**config.mk**
```make
export PLATFORM = sky130hd
export DESIGN_NAME = mac_ctrl_pipe
export DESIGN_NICKNAME = d
export VERILOG_FILES = /design/src/rtl/mlp_ctrl_pkg.sv /design/src/rtl/mac_ctrl_stage.sv /design/src/rtl/mac_ctrl_pipe.sv
export SDC_FILE = /design/constraint.sdc
export NUM_CORES = 1
export LEC_CHECK = 0
export ABC_AREA = 1
export CAP_MARGIN = 20
export CORE_MARGIN = 3
export CORE_UTILIZATION = 35
export DETAILED_ROUTE_END_ITERATION = 16
export DONT_BUFFER_PORTS = 1
export GPL_TIMING_DRIVEN = 0
export SLEW_MARGIN = 10
export SYNTH_ARGS = -nofsm -noshare
export SYNTH_HDL_FRONTEND = slang
export SYNTH_SLANG_ARGS = --single-unit
```
**constraint.sdc**
```tcl
create_clock -name clk -period 0.8 [get_ports clk]
set_input_delay 0.08 -clock clk [delete_from_list [all_inputs] [get_ports clk]]
set_output_delay 0.08 -clock clk [all_outputs]
set_load 0.05 [all_outputs]
```
**src/rtl/mlp_ctrl_pkg.sv**
```systemverilog
// rtl/mlp_ctrl_pkg.sv - shared constants, control entry type and parity helper for the MLP control path
// Contents:
//   DEF_ADDR_W  default output-neuron address width
//   MAX_DEPTH   largest supported control pipeline depth
//   ctrl_entry  {valid, reset_acc, addr} record at the default address width
//   even_parity parity bit that makes {reset_acc, addr, parity} have even weight
package mlp_ctrl_pkg;

  localparam int DEF_ADDR_W = 12;
  localparam int MAX_DEPTH  = 16;

  typedef struct packed {
    logic                  valid;
    logic                  reset_acc;
    logic [DEF_ADDR_W-1:0] addr;
  } ctrl_entry;

  // addr is zero-extended by the caller; zero bits do not change the parity.
  function automatic logic even_parity(input logic reset_acc, input logic [31:0] addr);
    return reset_acc ^ (^addr);
  endfunction

endpackage

```
**src/rtl/mac_ctrl_stage.sv**
```systemverilog
// rtl/mac_ctrl_stage.sv - one register stage of the MAC control delay line
// Optional feature macro: MAC_CTRL_PIPE_PARITY_EN (adds d_par/q_par storage)
// Ports:
//   clk, reset          clock, asynchronous active-low reset
//   clear               synchronous clear of the whole stage (wins over hold)
//   hold                keep current contents; otherwise the stage loads d_*
//   d_valid/d_reset_acc/d_addr[/d_par]  next contents
//   q_valid/q_reset_acc/q_addr[/q_par]  registered contents
module mac_ctrl_stage
  import mlp_ctrl_pkg::*;
#(
  parameter int ADDR_W = DEF_ADDR_W
) (
  input  logic              clk,
  input  logic              reset,
  input  logic              clear,
  input  logic              hold,
  input  logic              d_valid,
  input  logic              d_reset_acc,
  input  logic [ADDR_W-1:0] d_addr,
`ifdef MAC_CTRL_PIPE_PARITY_EN
  input  logic              d_par,
  output logic              q_par,
`endif
  output logic              q_valid,
  output logic              q_reset_acc,
  output logic [ADDR_W-1:0] q_addr
);

  always_ff @(posedge clk or negedge reset) begin
    if (!reset) begin
      q_valid     <= 1'b0;
      q_reset_acc <= 1'b0;
      q_addr      <= '0;
    end else if (clear) begin
      q_valid     <= 1'b0;
      q_reset_acc <= 1'b0;
      q_addr      <= '0;
    end else if (!hold) begin
      q_valid     <= d_valid;
      q_reset_acc <= d_reset_acc;
      q_addr      <= d_addr;
    end
  end

`ifdef MAC_CTRL_PIPE_PARITY_EN
  always_ff @(posedge clk or negedge reset) begin
    if (!reset) begin
      q_par <= 1'b0;
    end else if (clear) begin
      q_par <= 1'b0;
    end else if (!hold) begin
      q_par <= d_par;
    end
  end
`endif

endmodule

```
**src/rtl/mac_ctrl_pipe.sv**
```systemverilog
// rtl/mac_ctrl_pipe.sv - DEPTH-stage delay line for MAC reset pulse and neuron address
// Optional feature macro: MAC_CTRL_PIPE_PARITY_EN (per-stage even parity, sticky parity_err)
// Ports:
//   clk, reset                         clock, asynchronous active-low reset
//   flush                              synchronous clear of all stages, count and parity_err
//   stall                              hold every stage and the count; input not captured
//   in_valid/in_reset_acc/in_addr      entry offered to stage 0
//   out_valid/out_reset_acc/out_addr   last-stage contents
//   in_flight                          number of valid stages
//   parity_err                         sticky parity error (0 when parity is not built)
module mac_ctrl_pipe
  import mlp_ctrl_pkg::*;
#(
  parameter int ADDR_W = DEF_ADDR_W,
  parameter int DEPTH  = 1,
  parameter int CNT_W  = $clog2(DEPTH + 1)
) (
  input  logic              clk,
  input  logic              reset,
  input  logic              flush,
  input  logic              stall,
  input  logic              in_valid,
  input  logic              in_reset_acc,
  input  logic [ADDR_W-1:0] in_addr,
  output logic              out_valid,
  output logic              out_reset_acc,
  output logic [ADDR_W-1:0] out_addr,
  output logic [CNT_W-1:0]  in_flight,
  output logic              parity_err
);

  logic              d_valid     [DEPTH];
  logic              d_reset_acc [DEPTH];
  logic [ADDR_W-1:0] d_addr      [DEPTH];
  logic              q_valid     [DEPTH];
  logic              q_reset_acc [DEPTH];
  logic [ADDR_W-1:0] q_addr      [DEPTH];
`ifdef MAC_CTRL_PIPE_PARITY_EN
  logic              d_par       [DEPTH];
  logic              q_par       [DEPTH];
`endif

  // Invalid entries are zeroed at capture so a stray reset_acc/addr can never
  // travel down the line.
  always_comb begin
    d_valid[0]     = in_valid;
    d_reset_acc[0] = in_valid & in_reset_acc;
    d_addr[0]      = in_valid ? in_addr : '0;
    for (int k = 1; k < DEPTH; k++) begin
      d_valid[k]     = q_valid[k-1];
      d_reset_acc[k] = q_reset_acc[k-1];
      d_addr[k]      = q_addr[k-1];
    end
  end

`ifdef MAC_CTRL_PIPE_PARITY_EN
  always_comb begin
    d_par[0] = even_parity(d_reset_acc[0], 32'(d_addr[0]));
    for (int k = 1; k < DEPTH; k++) begin
      d_par[k] = q_par[k-1];
    end
  end
`endif

  for (genvar k = 0; k < DEPTH; k++) begin : g_stage
    mac_ctrl_stage #(
      .ADDR_W (ADDR_W)
    ) u_stage (
      .clk         (clk),
      .reset       (reset),
      .clear       (flush),
      .hold        (stall),
      .d_valid     (d_valid[k]),
      .d_reset_acc (d_reset_acc[k]),
      .d_addr      (d_addr[k]),
`ifdef MAC_CTRL_PIPE_PARITY_EN
      .d_par       (d_par[k]),
      .q_par       (q_par[k]),
`endif
      .q_valid     (q_valid[k]),
      .q_reset_acc (q_reset_acc[k]),
      .q_addr      (q_addr[k])
    );
  end

  assign out_valid     = q_valid[DEPTH-1];
  assign out_reset_acc = q_reset_acc[DEPTH-1];
  assign out_addr      = q_addr[DEPTH-1];

  // The entry leaving the last stage and the one entering stage 0 cancel out,
  // so the count tracks the number of valid stages without ever exceeding DEPTH.
  always_ff @(posedge clk or negedge reset) begin
    if (!reset) begin
      in_flight <= '0;
    end else if (flush) begin
      in_flight <= '0;
    end else if (!stall) begin
      in_flight <= in_flight + CNT_W'(in_valid) - CNT_W'(out_valid);
    end
  end

`ifdef MAC_CTRL_PIPE_PARITY_EN
  // Checked whenever the last stage is valid, stalled or not.
  always_ff @(posedge clk or negedge reset) begin
    if (!reset) begin
      parity_err <= 1'b0;
    end else if (flush) begin
      parity_err <= 1'b0;
    end else if (out_valid &&
                 (even_parity(out_reset_acc, 32'(out_addr)) != q_par[DEPTH-1])) begin
      parity_err <= 1'b1;
    end
  end
`else
  assign parity_err = 1'b0;
`endif

endmodule

```
=== Word level (Yosys, flattened, before mapping) ===
Index checks and enable logic that the tools add are counted.

* Bits in registers: 15
* Input port bits: 18
* Output and inout port bits: 16

* $add $sub $neg: 2
* Eq/ne operators: 1
* Muxes and demuxes: 9
* Bitwise gates (word level): 1

{| class="wikitable"
|+ Operator list
! kind !! count
|-
| 12-bit 2-to-1 mux || 3
|-
| 1-bit 2-to-1 mux || 6
|-
| 2-bit inequality test (second input constant) || 1
|-
| 1-bit adder || 1
|-
| 1-bit bitwise AND || 1
|-
| 1-bit subtractor || 1
|}

=== Depth between registers and ports, before layout ===
* Depth after elaboration: 4
* Gate-level depth with buffers: 7
* Mapped depth without buffers: 6

=== By module ===
A second synthesis with hierarchy kept.

* Cell total of the unflattened synthesis: 105
* Area, all modules: 793.3 µm²

{| class="wikitable"
|+ By module, submodules not included
! module !! instances !! cells an instance !! area each (µm²)
|-
| mac_ctrl_stage || 1 || 61 || 579.3
|-
| mac_ctrl_pipe || 1 || 44 || 214.0
|}

=== Least setup slack after synthesis ===
OpenSTA, ideal clock, no wires.

* Kind: reg-to-reg
* Start: register in_flight
* End: register in_flight
* Library setup time: 0.118 ns
* Data arrival time: 0.994 ns
* Data required time: 0.682 ns
* Slack: -0.312 ns
* Cell stages (with the launch flop): 6
* Path buffers: 0
* Cells stage by stage: dfrtp_1 > inv_1 > nand2_1 > nand3_1 > nand3_1 > nand2_1

* Cells in the longest elaborated chain, start to end: 4

{| class="wikitable"
|+ RTL lines
! what !! line !! text
|-
| start: declaration || mac_ctrl_pipe.sv:28 || <nowiki>output logic [CNT_W-1:0] in_flight,</nowiki>
|-
| start signal: assignment || mac_ctrl_pipe.sv:98 || <nowiki>in_flight <= in_flight + CNT_W'(in_valid) - CNT_W'(out_valid);</nowiki>
|-
| 1-bit adder || mac_ctrl_pipe.sv:98 ||
|-
| 1-bit subtractor || mac_ctrl_pipe.sv:98 ||
|-
| 1-bit 2-to-1 mux || mac_ctrl_pipe.sv:97 || <nowiki>end else if (!stall) begin</nowiki>
|-
| 1-bit 2-to-1 mux || mac_ctrl_pipe.sv:95 || <nowiki>end else if (flush) begin</nowiki>
|}

No other way between the ends. The select of a mux whose other input is x is not followed.
A chain may end at the register's enable or synchronous reset.

=== Worst setup path after layout ===
Ends and elaborated chain as after synthesis.

==> summary.md <==
| Metric | Value |
|---|---|
| Status | `finished with violations` |
| Failing checks | `hold timing, setup timing` |
| Syn Std Cell Area | `662 um^2` |
| Hold Buf Count CTS | `16` |
| Power Total | `0.00157 W` |
| Average cell area after synthesis | `8.60 um^2` |
| Pwr per Cell Area | `1690 nW/um^2` |
| CP Capture Type | `register` |
| Via density | `4.64` |
| # nets final | `116` |
| Seq cells post-synth | `15` |
| Most area-hungry cell type in the Yosys netlist | `dfrtp_1` |
| Drt wl/cell | `12.2 um` |
| Synth cell count leaders | `nand2_1 (33), dfrtp_1 (15), nand3_1 (15)` |
| Pre-CTS setup slack | `-208 ps` |
| Largest net degree at the start of global routing | `16` |
| H-tree depth | `1` |
| Die Area | `2450 um^2` |
| Synth area leaders | `dfrtp_1 (57%), nand2_1 (19%), nand3_1 (11%), buf_6 (3.4%), buf_4 (2.3%)` |
| Leakage power | `0.458 nW` |
| Tcrit/Tclk final | `1.24` |
| Drt first-iter violations | `3` |
| Yosys synthesis warning count | `0` |
| Critical Path AT | `1170 ps` |
| Vias post-DR | `566` |
| Initial core utilization | `0.375` |
| Fraction of layout cells with a size suffix above 1 | `0.402` |
| Final WL | `1.49 mm` |
| CORE AREA | `1760 um^2` |
| Ys flop type | `dfrtp_1` |
| Max rail drop VDD | `0.748 mV` |
| Required @ worst endpoint | `970 ps` |
| ANT nets after route | `0` |
| Final hold slack | `-103 ps` |
| Critical-path maximum fanout | `4` |
| Ys async rst share | `1.00` |
| Filler instances | `176` |
| Crit Reg-Reg Startpoint | `in_flight$_DFFE_PN0P_` |
| Gate Count Post-Synth | `77` |
| Clock Latency Late Sink | `280 ps` |
| Syn-to-layout area delta | `40.1%` |
| Fin Setup TNS | `-1590 ps` |
| Most frequent cell after synthesis | `nand2_1` |
| Worst r2r dst | `in_flight$_DFFE_PN0P_` |
| DRC viols | `0` |
| Die X | `49.5 um` |
| Die Y | `49.5 um` |
| Antenna violations before repair | `0` |
| Slew Viols, Final | `0` |
| EDFF count, synth | `0` |
| Peak Freq | `1.01 GHz` |
| Crit path from | `in_flight$_DFFE_PN0P_` |
| Fin Clk Skew | `0.247 ps` |
| Num rows | `15` |
| Clock root cell | `clkbuf_4` |
| TritonCTS Buffers | `3` |
| Buffers inserted by post-CTS timing repair | `0` |
| Tightest Pin Transition | `678 ps` |
| Min Tclk post-route | `993 ps` |
| Final hold vios | `19` |
| CTS max path bufs | `2` |
| Port Buffers | `0` |
| Relative slew slack | `0.548` |
| Area share of the largest cell type after synthesis | `0.567` |
| Post-Syn Nets | `95` |
| TritonCTS clock tree | `built` |
| R2r setup slk | `-190 ps` |
| # IOs | `34` |
| Number of global-route vias before repair | `584` |
| Startpoint types | `register` |
| Clock slew at reported path FFs | `90 ps` |
| # setup viols final | `16` |
| Netlist cell types | `12` |
| Worst hold path type | `in -> async` |
| Max cap viols | `0` |
| Antenna Cells | `0` |
| Unrepaired setup endpoints after global routing | `yes` |
| Clock sinks | `15` |
| Gp weighted congestion | `0.588` |
| Register area share after synthesis | `0.567` |
| FF-to-FF path depth | `5` |
| Drt first pass iters | `3` |
| Total track usage | `0.142` |
| Crit path kind | `reg -> reg` |
| GRT Residual Overflow | `0` |
| Setup WS post-layout | `-193 ps` |
| Global-route wire length before repair | `2.62 mm` |
| Post-DP HPWL | `1.01 mm` |
[repair_timing]
item,CTS,global route
resized for setup,2,12
setup endpoints to repair,17,43
gates cloned,0,0
endpoints found under the hold margin,30,18
pin swaps,3,15
[sequential cells by signal (all words and copies together), names as in the netlist]
register / cells
g_stage.u_stage.q_addr: 12
g_stage.u_stage.q_reset_acc: 1
g_stage.u_stage.q_valid: 1
in_flight: 1
[worst max-delay path, stage by stage (launching register included)]
cell	delay [ps]
dfrtp_2	570
inv_2	60
nand2_2	60
nand3_1	60
nand3_1	90
nand2_1	50
[layer usage]
metal	vias up	part of all wire	track usage
met2	26	0.46	0.212
met1	260	0.41	0.177
met3	4	0.10	0.0483
met4	0	0.020	0.0829
met5	-	0	0
li1	276	-	-
[cell families (layout without fill, tap and decap cells)]
logic type | after synthesis | count (layout) | synth area share
buffers and inverters | 10 | 30 | 0.0926
other | 1 | 1 | 0.00567
flip-flops | 15 | 15 | 0.567
AND/OR/NAND/NOR | 50 | 50 | 0.327
AO/OA/AOI/OAI | 1 | 1 | 0.00755
[layout make-up]
type,count,area [um^2],share of cell area
Multi-Input combinational cell,52,251,0.271
Inverter,5,18.8,0.0202
Tap cell,25,31.3,0.0337
Buffer,5,42.5,0.0459
Clock buffer,4,26.3,0.0283
Sequential cell,15,394,0.425
Timing Repair Buffer,16,163,0.175
[through the flow]
step	area, um^2	cells	utilization
CTS	898	122	0.509
detailed placement	712	102	0.404
global route	927	122	0.526
floorplan	681	77	-
finish	927	122	0.526
global placement	712	102	0.404
[cells in the final DEF, fill, tap and decap left out]
cell type        n
dlymetal6s4s_1   1
buf_6            2
nand3_1         15
clkbuf_4         3
buf_4            2
nor2_4           1
nand2_2         10
inv_2            4
clkbuf_2         1
o21ai_2          1
clkbuf_1         1
conb_1           1
nand2_1         24
dlygate4sd3_1   15
dfrtp_2         15
inv_1            1
[how the worst max path moves through the flow]
stage                                 end  slack [ps]  depth (start not counted)
floorplan           in_flight$_DFFE_PN0P_        -150                          5
CTS                 in_flight$_DFFE_PN0P_        -220                          5
global placement    in_flight$_DFFE_PN0P_        -190                          5
detailed placement  in_flight$_DFFE_PN0P_        -210                          5
global route        in_flight$_DFFE_PN0P_        -260                          5
finish              in_flight$_DFFE_PN0P_        -190                          5
[power breakdown]
group          switching (W)  total, W  internal (W)
Clock               0.000230  0.000424      0.000193
Sequential          0.000144  0.000938      0.000794
Combinational       0.000105  0.000204     0.0000992
Note: power is estimated with default switching activity, not from simulation.
